===== src/rtl/mem_access_unit.sv =====
`default_nettype none
// ============================================================================
// mem_access_unit
// Performs a 64-bit load/store as eight little-endian byte beats on a
// byte-wide memory port and returns the data (or a range error) as a pulse.
// Revision: 1.0
// ============================================================================
module mem_access_unit #(
   parameter int MEM_BYTES  = 32,
   parameter int WORD_BYTES = 8
) (
   input  logic        clock,
   input  logic        resetn,
   input  logic        req_valid,
   output logic        req_ready,
   input  logic        req_write,
   input  logic [63:0] req_addr,
   input  logic [63:0] req_wdata,
   output logic        resp_valid,
   output logic [63:0] resp_rdata,
   output logic        resp_error,
   output logic [63:0] mem_addr,
   output logic [7:0]  mem_wdata,
   output logic        mem_we,
   output logic        mem_re,
   input  logic [7:0]  mem_rdata
);

   typedef enum logic [1:0] {
      IDLE = 2'd0,
      XFER = 2'd1,
      RESP = 2'd2,
      ERR  = 2'd3
   } state_t;

   localparam logic [63:0] LAST_BASE = 64'(MEM_BYTES - WORD_BYTES);

   state_t      state;
   state_t      state_nx;
   logic [2:0]  cnt;
   logic        wr_q;
   logic        err_q;
   logic [63:0] addr_q;
   logic [63:0] wdata_q;
   logic        addr_bad;
   logic [5:0]  lane;

   // Unsigned compare also rejects bases whose last byte would wrap past 2^64
   assign addr_bad   = (req_addr > LAST_BASE);
   assign lane       = {cnt, 3'b000};
   assign resp_error = err_q;

   always_ff @(posedge clock) begin
      if (!resetn) begin
         state <= IDLE;
      end else begin
         state <= state_nx;
      end
   end

   always_comb begin
      state_nx   = state;
      req_ready  = 1'b0;
      resp_valid = 1'b0;
      mem_addr   = 64'd0;
      mem_wdata  = 8'd0;
      mem_we     = 1'b0;
      mem_re     = 1'b0;
      case (state)
         IDLE: begin
            req_ready = 1'b1;
            if (req_valid) begin
               state_nx = addr_bad ? ERR : XFER;
            end
         end
         XFER: begin
            mem_addr  = addr_q + {61'd0, cnt};
            mem_we    = wr_q;
            mem_re    = !wr_q;
            mem_wdata = wr_q ? wdata_q[lane +: 8] : 8'd0;
            if (cnt == 3'd7) begin
               state_nx = RESP;
            end
         end
         RESP: begin
            resp_valid = 1'b1;
            state_nx   = IDLE;
         end
         ERR: begin
            resp_valid = 1'b1;
            state_nx   = IDLE;
         end
         default: begin
            state_nx = IDLE;
         end
      endcase
   end

   always_ff @(posedge clock) begin
      if (!resetn) begin
         cnt        <= 3'd0;
         wr_q       <= 1'b0;
         err_q      <= 1'b0;
         addr_q     <= 64'd0;
         wdata_q    <= 64'd0;
         resp_rdata <= 64'd0;
      end else begin
         case (state)
            IDLE: begin
               if (req_valid) begin
                  wr_q       <= req_write;
                  addr_q     <= req_addr;
                  wdata_q    <= req_wdata;
                  err_q      <= addr_bad;
                  resp_rdata <= 64'd0;
                  cnt        <= 3'd0;
               end
            end
            XFER: begin
               if (!wr_q) begin
                  resp_rdata[lane +: 8] <= mem_rdata;
               end
               cnt <= cnt + 3'd1;
            end
            default: begin
            end
         endcase
      end
   end

endmodule
`default_nettype wire


===== config.mk =====
export PLATFORM = sky130hd
export DESIGN_NAME = mem_access_unit
export DESIGN_NICKNAME = d
export VERILOG_FILES = /design/src/rtl/mem_access_unit.sv
export SDC_FILE = /design/constraint.sdc
export NUM_CORES = 1
export LEC_CHECK = 0
export ABC_CLOCK_PERIOD_IN_PS = 4280
export CAP_MARGIN = 20
export CORE_ASPECT_RATIO = 0.75
export CORE_MARGIN = 3
export CORE_UTILIZATION = 49
export DETAILED_ROUTE_END_ITERATION = 6
export PLACE_DENSITY = 0.84
export SYNTH_ARGS = -nofsm -noshare
export SYNTH_HDL_FRONTEND = slang
export SYNTH_SLANG_ARGS = --single-unit

===== constraint.sdc =====
create_clock -name clock -period 4.28 [get_ports clock]
set_input_delay 0.428 -clock clock [delete_from_list [all_inputs] [get_ports clock]]
set_output_delay 0.428 -clock clock [all_outputs]
set_load 0.1 [all_outputs]

* Word level (Yosys, flattened, before mapping) *
Cells that the tools add are included.

cells by class
  add/subtract/negate cells = 3
  order comparisons = 1
  eq/ne operators = 7
  shift-type cells = 3
  muxes and demuxes = 17
  reduce and logical (&&, ||, !) cells = 8

operators by type and width
  cell                    count
  $mux 64                 3
  $pmux 64 s2             1
  $add 64x3->64           1
  $bwmux 64               1
  $gt 64x5->1 const B     1
  $shift 8x8->64 const A  1
  $shiftx 64x7->8         1
  $shiftx 8x8->64         1
  $mux 8                  2
  $neg 6->8               1
  $mux 2                  3
  $ne 2x2->1 const B      3
  $pmux 2 s3              1
  $pmux 3 s2              1
  $reduce_and 2->1        3
  $eq 2x2->1 const B      2
  $mux 1                  4
  $add 3x1->3 const B     1
  $eq 3x3->1 const B      1
  $mux 3                  1
  $reduce_and 3->1        1
  $eq 2x1->1 const B      1
  $logic_not 2->1         1
  $reduce_bool 2->1       1
  2 further kinds         2

storage, ports and cells
  register bits after elaboration = 199
  input bits = 140
  output and inout port bits = 141
  logic and storage cells = 46

* Depth between registers and ports, before layout *
  word-level depth = 5
  gate-level depth with buffers = 10
  depth with buffers taken out = 8

* Least setup slack after synthesis *
OpenSTA, ideal clock, no wires.

  path type = flip-flop to output port
  from = reg cnt[1]
  to = out mem_addr[62]
  arrival = 4.430 ns
  setup slack = -0.578 ns
  stages on the path, launching flop included = 10
  path buffers = 2
  cells stage by stage = dfxtp_1 -> clkbuf_1 -> buf_1 -> inv_1 -> fa_1 -> nand2b_1 -> a211oi_1 -> nand3_1 -> or4_1 -> a21oi_1

between the ends
  longest elaborated chain between the ends = 2

RTL lines
  what                    RTL line  text
  from (decl)             40        logic [2:0] cnt;
  from (signal assigned)  123       cnt <= cnt + 3'd1;
  $add 64x3->64           77        mem_addr = addr_q + {61'd0, cnt};
  $mux 64                 69        case (state)
  to (decl)               22        output logic [63:0] mem_addr,

No other way between the ends.

* Worst setup path in the final report *
  from = reg cnt[1]
  to = out mem_addr[53]

The elaborated chain is that of the path after synthesis.

==> reports/results.tsv <==
stage	metric	value	unit
min_path	min_path_type	reg -> reg	
timing	maxSlewViolCount	0	
timing	finalSetupViolCount	0	
finish	nNetsFinal	1639	
yosys	synth_edf_count	0	
floorplan	core	0.0198	sq mm
power_and_ir_drop	totalPowerFinal	4530	uW
finish	area.growth.synth_to_final	41.2	%
place	place_congestion	0.932	
routing	dr.pass1.iters	7	
routing	avgRoutedWirePerCell	18.8	um
timing	period_share	92.9	%
yosys	synth_top_cell_by_area	dfxtp_1	
setup_path	r2r_start	cnt[0]	
clock_network	cts_buffers	17	
timing	post-route-min-period	3980	ps
finish	fillerInstances	1514	
floorplan	num_io_pins	281	
finish	final_cells	1757	
floorplan	die_area	0.0223	sq mm
clock_network	cts_resized	0	
routing	wl_met3	3170	um
setup_path	critPathLaunchType	flop	
setup_path	end_kind	output pin	
yosys	synth_area	0.0101	sq mm
routing	top_layer	met4	
setup_path	rrSetupSlack	1100	ps
timing	relSlewSlack	28.5	%
timing	hold_viol_final	0	
finish	final_cell_mix	nand2_1, clkdlybuf4s50_1, dfxtp_1, a21boi_0, buf_12	
yosys	synth.area.top_cells	dfxtp_1, nand2_1, a21boi_0	
routing	vias_per_cell	5.81	
yosys	yosys.cell_types.count	48	
setup_path	worst_r2r_path_depth	9	
routing	drc	0	
floorplan	die_x	171	um
timing	fin_worst_skew	12.8	ps
setup_path	critPathArrivalTime	3550	ps
clock_network	cts_tree	yes	
run	maxCapViolations	0	
timing	worstMarginPinSlew	1060	ps
yosys	netlist_instances	1258	
yosys	synth_top_area_share	39.6	%
routing	wl_met2	15100	um
grt	gr-total-overflow	0	
grt	grt_usage	29.0	%
yosys	avgSynthCellArea	7.99	sq um
setup_path	cp_data_required_time	3850	ps
clock_network	clockRootBuffer	clkbuf_16	
clock_network	ctsHoldBuffers	0	
power_and_ir_drop	powerDensity	319	mW/mm^2
run_status	outcome	finished, final reports clean	
place	io_buffers	280	
routing	via_count	10209	
setup_path	path_class	reg -> out	
routing	totalWireLength	33000	um
finish	drive_gt1_share	11.3	%
floorplan	row_count	44	
grt	grt_max_degree	121	
yosys	ys_ff_latch	199	
min_path	hp-start	resp_rdata[17]	
floorplan	fp.dieH	130	um
clock_network	worstSkewPairLatency	440	ps
clock_network	cts_setup_buffers	0	
yosys	synthesis.nets	1408	
yosys	async_reset_ff_share	0	%
setup_path	timing.rr.end	resp_rdata[5]	
yosys	ys_warn_count	0	
yosys	yosys_most_used_dff	dfxtp_1	
timing	rsz0062_at_grt	no	
floorplan	start_util	50.9	%
min_path	holdPathEnd	resp_rdata[17]	
timing	tns	0	ps
timing	max_clock_freq	251	MHz
place	dp_hpwl	24100	um
yosys	ys_seq_area_share	39.6	%
power_and_ir_drop	leakagePower	0.00474	uW
grt	antenna_found_initial	0	
grt	grt_pass1_wl	51600	um
power_and_ir_drop	irDropWorstVdd	0.223	mV
setup_path	cp_max_fo	23	
min_path	hold_path_depth	2	
routing	dr.first_iter.drc_count	945	
routing	drtAntennaViolNets	0	
place	place_inst	1721	
routing	wl_met1	14000	um
clock_network	clockBufferDepth	2	
clock_network	cts.clk_slew.worst_paths	80	ps
finish	layout_commonest_cell	nand2_1	
clock_network	cts.sinks	199	
grt	grt_pass1_vias	9692	
clock_network	h-tree-depth	4	
==> worst max-delay path by stage <==
stage | startpoint | end | slack [ps] | depth (start not counted)
after CTS | addr_q[0] | mem_addr[48] | 280 | 9
after floorplan | cnt[1] | mem_addr[26] | 10 | 9
final | cnt[1] | mem_addr[53] | 300 | 8
after detailed placement | addr_q[0] | mem_addr[48] | 750 | 9
after global placement | cnt[0] | mem_addr[56] | 810 | 9
after global routing | cnt[1] | mem_addr[53] | 160 | 8
==> power by group <==
group	total (uW)	internal, uW	switching, uW
Sequential	2020	1940	85.1
Clock	1650	816	834
Combinational	857	331	526
Total	4530	3090	1450
==> per-layer routing <==
layer | up-vias | track usage (%)
met5 | - | 0
met4 | 0 | 8.66
met3 | 56 | 8.03
met2 | 444 | 47.1
met1 | 4824 | 38.2
li1 | 4885 | -
==> cells in the mapped netlist, drive strengths merged, types with 20 or more instances <==
library cell  instances
clkbuf               60
a21boi              156
inv                  20
a22oi                40
nand3                55
dfxtp               199
nor2                 49
nor2b                44
nor4                 20
a21oi                45
buf                  20
nand2               321
nand4                30
o21ai                30
==> layout make-up <==
| class | count | area (sq um) | area share, % |
|---|---|---|---|
| sequential | 199 | 3980 | 28.1 |
| timing repair buffer | 292 | 3430 | 24.2 |
| inverter | 21 | 78.8 | 0.555 |
| tap | 253 | 317 | 2.23 |
| multi-input combinational | 958 | 5770 | 40.6 |
| clock inverter | 14 | 171 | 1.21 |
| clock buffer | 18 | 439 | 3.09 |
| antenna | 2 | 5.00 | 0.0353 |
==> per-stage QoR <==
stage	hold slack, ps	instance area, sq um	worst slack, ps	utilization (%)
floorplan	440	10100	10.9	-
global placement	450	13500	813	68.5
detailed placement	459	13500	750	68.5
CTS	470	14200	284	71.6
global route	488	14200	160	71.8
finish	467	14200	302	71.8
==> registers in the layout, summed over array words and instances, names as in the netlist <==
signal / flops
addr_q: 64
wr_q: 1
resp_rdata: 64
cnt: 3
wdata_q: 64
state: 2
resp_error: 1
==> critical path, stage by stage, from the launching register on <==
cell,delay (ps)
dfxtp_1,310
buf_4,230
ha_1,340
a211oi_1,100
nor2_1,350
nand4_2,500
or4_1,620
a21oi_1,420
buf_12,240
==> logic make-up after synthesis <==
| family | Yosys count | share of synthesized area (%) |
|---|---|---|
| and+or+nand+nor | 598 | 28.0 |
| AOI/OAI and AO/OA | 307 | 21.2 |
| DFF | 199 | 39.6 |
| buffers and inverters | 101 | 3.90 |
| xor gates and xnor gates | 27 | 2.35 |
| muxes | 16 | 3.58 |
| adders and majority gates | 10 | 1.32 |
Note: power is estimated with default switching activity, not from simulation.
